`src/rtl/mem_sort_controller.sv`:
```
// In-place ascending bubble sort of N 32-bit words over a single data-memory port.
// Early-terminating passes; start/busy/done handshake plus a running swap count.
module mem_sort_controller #(
   parameter int          N          = 10,
   parameter logic [31:0] BASE_ADDR  = 32'h0,
   parameter bit          SIGNED_CMP = 1'b0
) (
   input  logic        clk,
   input  logic        reset,
   input  logic        start,
   input  logic [31:0] readData,
   output logic        MemRead,
   output logic        MemWrite,
   output logic [31:0] address,
   output logic [31:0] writeData,
   output logic        busy,
   output logic        done,
   output logic [15:0] swap_count
);

   typedef enum logic [2:0] {IDLE, RD_A, RD_B, CMP, WR_A, WR_B, DONE} state_t;

   localparam int            IW         = 9;
   localparam bit            MULTI      = (N >= 2);
   localparam logic [IW-1:0] LIMIT_INIT = IW'((N >= 2) ? N - 1 : 0);

   state_t        state, state_n;
   logic [IW-1:0] j, j_inc, limit, idx;
   logic          swapped, swapped_eff;
   logic [31:0]   reg_a, reg_b, wdata;
   logic [15:0]   swap_cnt_q;
   logic          a_gt_b;
   logic          accept, begin_sort, adv, adv_j, new_pass;
   logic          mem_rd, mem_wr, in_busy, in_done;

   assign j_inc = j + IW'(1);

   always_comb begin
      if (SIGNED_CMP) a_gt_b = $signed(reg_a) > $signed(reg_b);
      else            a_gt_b = reg_a > reg_b;
   end

   // NOTE: sequential state uses non-blocking assignments so every register
   // samples pre-edge values, independent of process evaluation order.
   always_ff @(posedge clk) begin
      if (reset) state <= IDLE;
      else       state <= state_n;
   end

   // NOTE: every signal driven here gets a default first, so no path can
   // leave one unassigned and infer a latch.
   always_comb begin
      state_n     = state;
      accept      = 1'b0;
      begin_sort  = 1'b0;
      adv         = 1'b0;
      adv_j       = 1'b0;
      new_pass    = 1'b0;
      mem_rd      = 1'b0;
      mem_wr      = 1'b0;
      in_busy     = 1'b0;
      in_done     = 1'b0;
      idx         = j;
      wdata       = '0;
      swapped_eff = swapped | (state == WR_B);

      unique case (state)
         IDLE: begin
            if (start) begin
               accept = 1'b1;
               if (MULTI) begin
                  begin_sort = 1'b1;
                  state_n    = RD_A;
               end else begin
                  state_n = DONE;
               end
            end
         end
         RD_A: begin
            mem_rd  = 1'b1;
            in_busy = 1'b1;
            state_n = RD_B;
         end
         RD_B: begin
            mem_rd  = 1'b1;
            in_busy = 1'b1;
            idx     = j_inc;
            state_n = CMP;
         end
         CMP: begin
            in_busy = 1'b1;
            if (a_gt_b) state_n = WR_A;
            else        adv     = 1'b1;
         end
         WR_A: begin
            mem_wr  = 1'b1;
            in_busy = 1'b1;
            wdata   = reg_b;
            state_n = WR_B;
         end
         WR_B: begin
            mem_wr  = 1'b1;
            in_busy = 1'b1;
            idx     = j_inc;
            wdata   = reg_a;
            adv     = 1'b1;
         end
         DONE: begin
            in_done = 1'b1;
            state_n = IDLE;
         end
         default: state_n = IDLE;
      endcase

      // A pass with no swap (counting one made this cycle) means the block is sorted.
      if (adv) begin
         if (j_inc < limit) begin
            adv_j   = 1'b1;
            state_n = RD_A;
         end else if (!swapped_eff || limit == IW'(1)) begin
            state_n = DONE;
         end else begin
            new_pass = 1'b1;
            state_n  = RD_A;
         end
      end
   end

   always_ff @(posedge clk) begin
      if (reset) begin
         j          <= '0;
         limit      <= '0;
         swapped    <= 1'b0;
         reg_a      <= '0;
         reg_b      <= '0;
         swap_cnt_q <= '0;
      end else begin
         if (accept) swap_cnt_q <= '0;
         if (begin_sort) begin
            j       <= '0;
            limit   <= LIMIT_INIT;
            swapped <= 1'b0;
         end
         if (state == RD_A) reg_a <= readData;
         if (state == RD_B) reg_b <= readData;
         if (state == WR_B) begin
            swapped    <= 1'b1;
            swap_cnt_q <= swap_cnt_q + 16'd1;
         end
         if (adv_j) j <= j_inc;
         if (new_pass) begin
            limit   <= limit - IW'(1);
            j       <= '0;
            swapped <= 1'b0;
         end
      end
   end

   // Reset forces every output low in the same cycle, so a write caught mid-swap never lands.
   assign MemRead    = mem_rd & ~reset;
   assign MemWrite   = mem_wr & ~reset;
   assign address    = ((mem_rd | mem_wr) & ~reset) ? BASE_ADDR + {21'b0, idx, 2'b00} : '0;
   assign writeData  = (mem_wr & ~reset) ? wdata : '0;
   assign busy       = in_busy & ~reset;
   assign done       = in_done & ~reset;
   assign swap_count = reset ? '0 : swap_cnt_q;

endmodule

```
`config.mk`:
```
export PLATFORM = sky130hd
export DESIGN_NAME = mem_sort_controller
export DESIGN_NICKNAME = d
export VERILOG_FILES = /design/src/rtl/mem_sort_controller.sv
export SDC_FILE = /design/constraint.sdc
export NUM_CORES = 1
export LEC_CHECK = 0
export CORE_AREA = 3 3 129 131
export CTS_CLUSTER_DIAMETER = 100
export DETAILED_ROUTE_END_ITERATION = 8
export DIE_AREA = 0 0 132 134
export PLACE_DENSITY = 0.71
export SYNTH_ARGS = -nofsm -noshare
export SYNTH_HDL_FRONTEND = slang
export SYNTH_SLANG_ARGS = --single-unit
```
`constraint.sdc`:
```
create_clock -name clk -period 4.8 [get_ports clk]
set_input_delay 0.96 -clock clk [delete_from_list [all_inputs] [get_ports clk]]
set_output_delay 0.96 -clock clk [all_outputs]
set_load 0.05 [all_outputs]
```
==> impl_summary.txt, run 1 <==
----------------------------------------------------
[Critical path]
  Reg2Reg Capture Point ... j[2]
  Max stage delay cell, worst path ... sky130_fd_sc_hd__o41ai_4
  Crit path buffers/inverters ... 1
  CP top delay family ... simple AND/OR/NAND/NOR gates
  Crit path max fanout ... 7
  Reg2Reg Launch Point ... j[0]
  Data required time at the worst endpoint ... 5090 ps
  Element type at the critical path end ... flop
  Reg2Reg Depth ... 15
  Crit path arrival time ... 4080 ps
  Register-to-register path setup slack ... 1020 ps
  Category of the most critical setup path ... reg -> reg
  Startpoint types ... flop
  Biggest cell delay along the critical path ... 620 ps
  Cells along the critical path ... ha_1, and3_1, nand3_1, inv_1, nand3_1, xnor2_1, ha_1, and4_1, a21oi_1, o21a_1, nand2_1, o41ai_4, nand2_4, mux2_4, nor2_2

[Finish]
  Fin cells ... 1128
  ANT cells ... 0
  Commonest cells after routing, fill and taps aside ... 159 x sky130_fd_sc_hd__nand2_1, 103 x sky130_fd_sc_hd__a21oi_1, 102 x sky130_fd_sc_hd__dfxtp_1
  Layout cells sized above 1 ... 0.0965
  Post-synthesis to final-layout area growth ... 19.9%
  Leading cell type in the layout, fill and taps excluded ... sky130_fd_sc_hd__nand2_1
  Nets@finish ... 986

[Yosys]
  Number of enable flip-flop cells after synthesis ... 0
  Share of synthesized flip-flops with an asynchronous set or reset ... 0
  Number of synthesized register bits ... 102
  Syn avg cell area ... 7.39 um^2
  Area of the mapped netlist ... 6220 um^2
  Most frequently used flop master after synthesis ... sky130_fd_sc_hd__dfxtp_1
  Post-synthesis instance total ... 842
  Number of warnings printed during yosys synthesis ... 0
  Count of distinct cell types in the synthesized netlist ... 64
  Part of the Yosys area used for sequential elements ... 0.328

[Timing]
  Unrepaired setup endpoints after global routing ... no
  Transition at the pin with the smallest max-transition slack ... 1060 ps
  Post-Route Setup TNS ... 0 ps
  Minimum clock period after layout ... 3780 ps
  Final slew viol count ... 0
  Remaining max-slew budget at the tightest pin ... 0.290
  Highest clock rate ... 264 MHz
  Final count of hold timing violations ... 0
  Share of the clock period used by the worst path after layout ... 0.788
  Final setup violation count ... 0
  Worst Skew ... 5.71 ps

[Pwr]
  Power per Cell Area ... 295 nW/um^2
  Sequential share of power ... 0.421
  Sw frac ... 0.312
  VDD IR-drop max ... 0.000178 V
  Clock network power share ... 0.366
  Int Power ... 1520 uW
  P_sw ... 686 uW
  Final Power ... 2200 uW
  Static leakage ... 0.00274 uW
  Share of total power in combinational logic ... 0.213

[Clock network]
  Post_cts resized ... 0
  Number of setup buffers added after CTS ... 0
  Number of CTS-inserted buffers ... 9
  H-Tree Depth ... 3
  Largest buffer count on any clock path ... 2
  Total of hold buffers inserted after clock tree synthesis ... 0
  Clock-pin slew reported for the worst setup and hold paths after clock tree synthesis ... 70 ps
  Clock Sinks ... 102
  Library cell used as clock root buffer ... sky130_fd_sc_hd__clkbuf_16
  Worst-skew pair later-pin latency ... 350 ps
  Clock tree from TritonCTS ... built

[Routing]
  WL per Instance ... 14.7 um
  Avg Vias per Cell ... 5.17
  Drc violations ... 0
  Final wirelength ... 16.6 mm
  Initial DRC count ... 574
  Count of vias placed by the detailed router ... 5827
  First drt pass iteration count ... 5
  Antenna Nets Post-Route ... 0

[Floorplanning]
  Area enclosed by the die boundary ... 17700 um^2
  Initial standard-cell utilization of the core ... 0.396
  IO Count ... 119
  Row count ... 46
  Vertical extent of the die ... 134 um
  Placeable Area ... 15700 um^2
  Die Span X ... 132 um

[GRT]
  Total gr overflow ... 0
  Global-route wire length before repair ... 27.0 mm
  Total GRT Usage ... 0.186
  Largest net degree at the start of global routing ... 60
  Via count of the first global-routing pass ... 5378
  Initial antenna violation count ... 0

[Placement]
  Detailed placer's ending HPWL ... 11.1 mm
  Cell total after placement ... 1112
  Routability-driven placement congestion ratio ... 0.779
  Port buffer count ... 95

[Min path]
  Hold Crit Depth ... 2
  Type of the tightest min-delay check ... reg -> reg
  Endpoint with the worst hold slack ... reg_b[28]
  Startpoint of the worst hold path ... reg_b[28]

[Flow run]
  Max-cap violations ... 0

[Run status]
  Result of the run ... finished clean

----------------------------------------------------
## synth_stat cells, types with 3 or more instances
cell                       instances  area share
sky130_fd_sc_hd__nand2_1         159       0.096
sky130_fd_sc_hd__a21oi_1         103       0.083
sky130_fd_sc_hd__dfxtp_1         102        0.33
sky130_fd_sc_hd__nor2_1           72       0.043
sky130_fd_sc_hd__inv_1            48       0.029
sky130_fd_sc_hd__ha_1             44       0.088
sky130_fd_sc_hd__clkbuf_1         40       0.024
sky130_fd_sc_hd__a22oi_1          32       0.039
sky130_fd_sc_hd__nand3_1          29       0.023
sky130_fd_sc_hd__buf_4            23       0.028
sky130_fd_sc_hd__o21ai_0          21       0.017
sky130_fd_sc_hd__nor2b_1          19       0.019
sky130_fd_sc_hd__nor3_1           18       0.014
sky130_fd_sc_hd__or3_1            12       0.012
sky130_fd_sc_hd__nand4_1           8      0.0080
sky130_fd_sc_hd__o211ai_1          8      0.0097
sky130_fd_sc_hd__xnor2_1           7      0.0099
sky130_fd_sc_hd__a211o_1           5      0.0070
sky130_fd_sc_hd__a21o_1            5      0.0060
sky130_fd_sc_hd__buf_1             5      0.0030
sky130_fd_sc_hd__buf_2             5      0.0040
sky130_fd_sc_hd__nor4_1            5      0.0050
sky130_fd_sc_hd__xor2_1            5      0.0070
sky130_fd_sc_hd__a31oi_1           4      0.0040
sky130_fd_sc_hd__and3_1            4      0.0040
sky130_fd_sc_hd__nand3b_1          4      0.0048
sky130_fd_sc_hd__or2_2             4      0.0040
sky130_fd_sc_hd__a211oi_1          3      0.0036
sky130_fd_sc_hd__a221o_1           3      0.0048
sky130_fd_sc_hd__and4_1            3      0.0042
sky130_fd_sc_hd__nand2b_1          3      0.0030
## final cells by class
class                           count  area (um^2)
Sequential cell                   102         2040
Multi-Input combinational cell    641         3720
Timing Repair Buffer              105          918
Tap cell                          216          270
Inverter                           48          180
Clock buffer                       11          243
Clock inverter                      5         81.3
Fill cell                        1566         8260
## through the flow
stage / utilization / setup slack [ps] / hold WS (ps) / instance area [um^2]
6_report: 0.475 / 1020 / 472 / 7460
2_1_floorplan: - / 589 / 449 / 6300
3_3_place_gp: 0.454 / 1140 / 459 / 7130
3_5_place_dp: 0.454 / 1020 / 461 / 7130
4_1_cts: 0.475 / 1000 / 471 / 7460
5_1_grt: 0.475 / 619 / 492 / 7460
## cell families (layout without fill, tap and decap cells)
family / count (synthesis) / after routing / share of synthesized area
AND/OR/NAND/NOR: 358 / 358 / 0.269
AO/OA/AOI/OAI: 201 / 201 / 0.203
buffers and inverters: 121 / 169 / 0.0879
flip-flops: 102 / 102 / 0.328
adder cells (fa/ha/maj): 44 / 44 / 0.0885
XOR/XNOR: 12 / 12 / 0.0169
multiplexers: 3 / 3 / 0.00583
other: 1 / 23 / 0.000603
## power groups by stage
stage	clock [uW]	sequential [uW]	combinational, uW
after floorplan	0	933	355
final	805	926	470
after CTS	825	925	469
after global placement	0	944	461
after detailed placement	0	945	465
after global routing	854	933	517
## state kept, by name, summed over array words and instances, names as in the netlist
register and flops:
state 3, swap_cnt_q 16, reg_b 32, reg_a 32, limit 9, j 9, swapped 1
## how the worst max path moves through the flow
| stage | from | to | slack, ps | cells after the start |
|---|---|---|---|---|
| after floorplan | reset | address[10] | 590 | 5 |
| final | j[0] | j[2] | 1020 | 15 |
| after global routing | j[0] | j[0] | 620 | 15 |
| after global placement | j[0] | j[2] | 1140 | 15 |
| after detailed placement | j[0] | j[2] | 1020 | 15 |
| after CTS | j[0] | j[2] | 1000 | 15 |
## worst register-to-register path, cell delays in order, from the launching register on
cell and delay [ps]:
sky130_fd_sc_hd__dfxtp_1 440, sky130_fd_sc_hd__ha_1 320, sky130_fd_sc_hd__and3_1 240, sky130_fd_sc_hd__nand3_1 190, sky130_fd_sc_hd__inv_1 90, sky130_fd_sc_hd__nand3_1 150, sky130_fd_sc_hd__xnor2_1 210, sky130_fd_sc_hd__ha_1 260
sky130_fd_sc_hd__and4_1 220, sky130_fd_sc_hd__a21oi_1 180, sky130_fd_sc_hd__o21a_1 190, sky130_fd_sc_hd__nand2_1 150, sky130_fd_sc_hd__o41ai_4 620, sky130_fd_sc_hd__nand2_4 80, sky130_fd_sc_hd__mux2_4 310, sky130_fd_sc_hd__nor2_2 70
## metal layers
metal / global-route usage / share of wire / vias up
met5: 0 / 0 / -
met4: 0.0414 / 0.0096 / 0
met3: 0.0540 / 0.076 / 17
met2: 0.298 / 0.46 / 183
met1: 0.250 / 0.46 / 2652
li1: - / - / 2975
Note: power is estimated with default switching activity, not from simulation.
==> inputs of run 2 (changes only) <==
==> constraint.sdc (replaced) <==
create_clock -name clk -period 3.9 [get_ports clk]
set_input_delay 0.78 -clock clk [delete_from_list [all_inputs] [get_ports clk]]
set_output_delay 0.78 -clock clk [all_outputs]
set_load 0.05 [all_outputs]
==> run 2 against run 1 <==
Effect of this change: sequential power increased by 23%; combinational power increased by 23%; global-route usage decreased by 0.20 points; flip-flop and latch count unchanged; critical path depth unchanged; hold slack got worse by 2.1 ps; clock skew increased by 10 ps; non-clock buffer count increased by 7; design area increased by 1.1%; count of clock-buffer cells in the layout decreased by 1; largest cell class unchanged.
==> impl_summary.txt, run 2 (synthesis results as in run 1) <==
----------------------------------------------------
[Finish]
  Leading cell type in the layout, fill and taps excluded ... sky130_fd_sc_hd__nand2_1
  Nets@finish ... 993 (+0.71%)
  Layout cells sized above 1 ... 0.104 (+0.00711)
  Largest registers ... reg_a (32), reg_b (32), swap_cnt_q (16)
  Post-synthesis to final-layout area growth ... 21.2%
  ANT cells ... 0 (unchanged)
  Commonest cells after routing, fill and taps aside ... 159 x sky130_fd_sc_hd__nand2_1, 103 x sky130_fd_sc_hd__a21oi_1, 102 x sky130_fd_sc_hd__dfxtp_1
  Fill cell total of the finished layout ... 1529 (-2.4%)

[Clock network]
  Largest buffer count on any clock path ... 2 (unchanged)
  Post_cts resized ... 0 (unchanged)
  H-Tree Depth ... 3 (unchanged)
  Clock tree from TritonCTS ... built
  Clock Sinks ... 102 (unchanged)
  Clock-pin slew reported for the worst setup and hold paths after clock tree synthesis ... 70 ps (about the same)
  Worst-skew pair later-pin latency ... 360 ps (about the same)
  Library cell used as clock root buffer ... sky130_fd_sc_hd__clkbuf_16
  Number of setup buffers added after CTS ... 0 (unchanged)
  Total of hold buffers inserted after clock tree synthesis ... 0 (unchanged)
  Number of CTS-inserted buffers ... 9 (unchanged)

[Floorplanning]
  Vertical extent of the die ... 134 um (unchanged)
  IO Count ... 119 (unchanged)
  Placeable Area ... 15700 um^2 (unchanged)
  Row count ... 46 (unchanged)
  Die Span X ... 132 um (unchanged)
  Area enclosed by the die boundary ... 17700 um^2 (unchanged)
  Initial standard-cell utilization of the core ... 0.396 (unchanged)

[GRT]
  Largest net degree at the start of global routing ... 49 (-18%)
  Global-route wire length before repair ... 27.1 mm (+0.33%)
  Total gr overflow ... 0 (unchanged)
  Initial antenna violation count ... 0 (unchanged)
  Total GRT Usage ... 0.184 (-0.00205)
  Via count of the first global-routing pass ... 5467 (+1.7%)

[Critical path]
  Element type at the critical path end ... flop
  Biggest cell delay along the critical path ... 630 ps (about the same)
  Crit path max fanout ... 7 (unchanged)
  Data required time at the worst endpoint ... 4190 ps (-900 ps)
  Max stage delay cell, worst path ... sky130_fd_sc_hd__o41ai_4
  Startpoint types ... flop
  Category of the most critical setup path ... reg -> reg
  Cells along the critical path ... ha_1, and3_1, nand3_1, inv_1, nand3_1, xnor2_1, ha_1, and4_1, a21oi_1, o21a_1, nand2_1, o41ai_4, nand2_4, mux2_4, nor2_2
  Crit path arrival time ... 3890 ps (-190 ps)

[Routing]
  Antenna Nets Post-Route ... 0 (unchanged)
  Initial DRC count ... 451 (-21%)
  Final wirelength ... 16.3 mm (-1.6%)
  Avg Vias per Cell ... 5.20 (+0.64%)
  Count of vias placed by the detailed router ... 5890 (+1.1%)
  WL per Instance ... 14.4 um (-2.0%)
  First drt pass iteration count ... 5 (unchanged)
  Drc violations ... 0 (unchanged)

[Timing]
  Minimum clock period after layout ... 3600 ps (-183 ps)
  Post-Route Setup TNS ... 0 ps (unchanged)
  Final count of hold timing violations ... 0 (unchanged)
  Transition at the pin with the smallest max-transition slack ... 796 ps (-263 ps)
  Worst Skew ... 16.0 ps (+10.3 ps)
  Final slew viol count ... 0 (unchanged)
  Unrepaired setup endpoints after global routing ... no
  Remaining max-slew budget at the tightest pin ... 0.467 (+0.177)
  Final setup violation count ... 0 (unchanged)
  Highest clock rate ... 278 MHz (+5.1%)
  Share of the clock period used by the worst path after layout ... 0.923 (+0.135)
  Min Hold Slack ... 469 ps (-2.11 ps)

[Pwr]
  Power per Cell Area ... 373 nW/um^2 (+26%)
  VDD IR-drop max ... 0.000217 V (+22%)
  Static leakage ... 0.00280 uW (+2.0%)

[Min path]
  Type of the tightest min-delay check ... reg -> reg

[Placement]
  Routability-driven placement congestion ratio ... 0.844 (+8.3%)
  Port buffer count ... 95 (unchanged)
  Detailed placer's ending HPWL ... 11.1 mm (+0.25%)

[Run status]
  Result of the run ... finished clean

[Flow run]
  Max-cap violations ... 0 (unchanged)

----------------------------------------------------
==> run 2: area by class of cell <==
type                            instances  area (um^2)  area share
Clock buffer                           10          239      0.0317
Tap cell                              216          270      0.0358
Inverter                               48          180      0.0239
Multi-Input combinational cell        641         3720       0.494
Timing Repair Buffer                  112          968       0.128
Sequential cell                       102         2040       0.271
Clock inverter                          4          120      0.0159
==> run 2: critical path, delay by kind of cell (launching register included) <==
kind                     cells  cell delay, ps
flip-flops                   1             380
buffers and inverters        1             100
adder cells (fa/ha/maj)      2             460
XOR/XNOR                     1             170
multiplexers                 1             310
AO/OA/AOI/OAI                3            1010
AND/OR/NAND/NOR              7            1100
==> run 2: layer usage <==
layer | vias up | GRT usage | part of all wire
met2 | 162 | 0.290 | 0.45
met1 | 2723 | 0.253 | 0.48
met5 | - | 0 | 0
li1 | 2994 | - | -
met4 | 0 | 0.0397 | 0.0080
met3 | 11 | 0.0514 | 0.064
==> run 2: through the flow <==
| stage | cell area, um^2 | std cells | util | power, uW | setup slack [ps] |
|---|---|---|---|---|---|
| 6_report | 7540 | 1133 | 0.480 | 2810 | 302 |
| 3_5_place_dp | 7180 | 1119 | 0.457 | 1740 | 309 |
| 3_3_place_gp | 7180 | 1119 | 0.457 | 1730 | 429 |
| 5_1_grt | 7540 | 1133 | 0.480 | 2940 | 55.2 |
| 2_1_floorplan | 6300 | 864 | - | 1590 | 49.2 |
| 4_1_cts | 7540 | 1133 | 0.480 | 2830 | 292 |
==> run 2: worst paths after layout <==
kind / startpoint / to / slack, ps / cells past startpoint
max: j[1] / j[2] / 300 / 15
min: reg_b[14] / reg_b[14] / 470 / 2
max reg2reg: j[1] / j[2] / 300 / 15
min reg2reg: reg_b[14] / reg_b[14] / 470 / 2
==> run 2: where the power goes <==
part | internal [uW] | leakage [uW] | switching [uW]
clock network | 703 | 0.000175 | 393
registers | 1090 | 0.000828 | 46.2
logic | 193 | 0.00179 | 386
total | 1990 | 0.00280 | 825
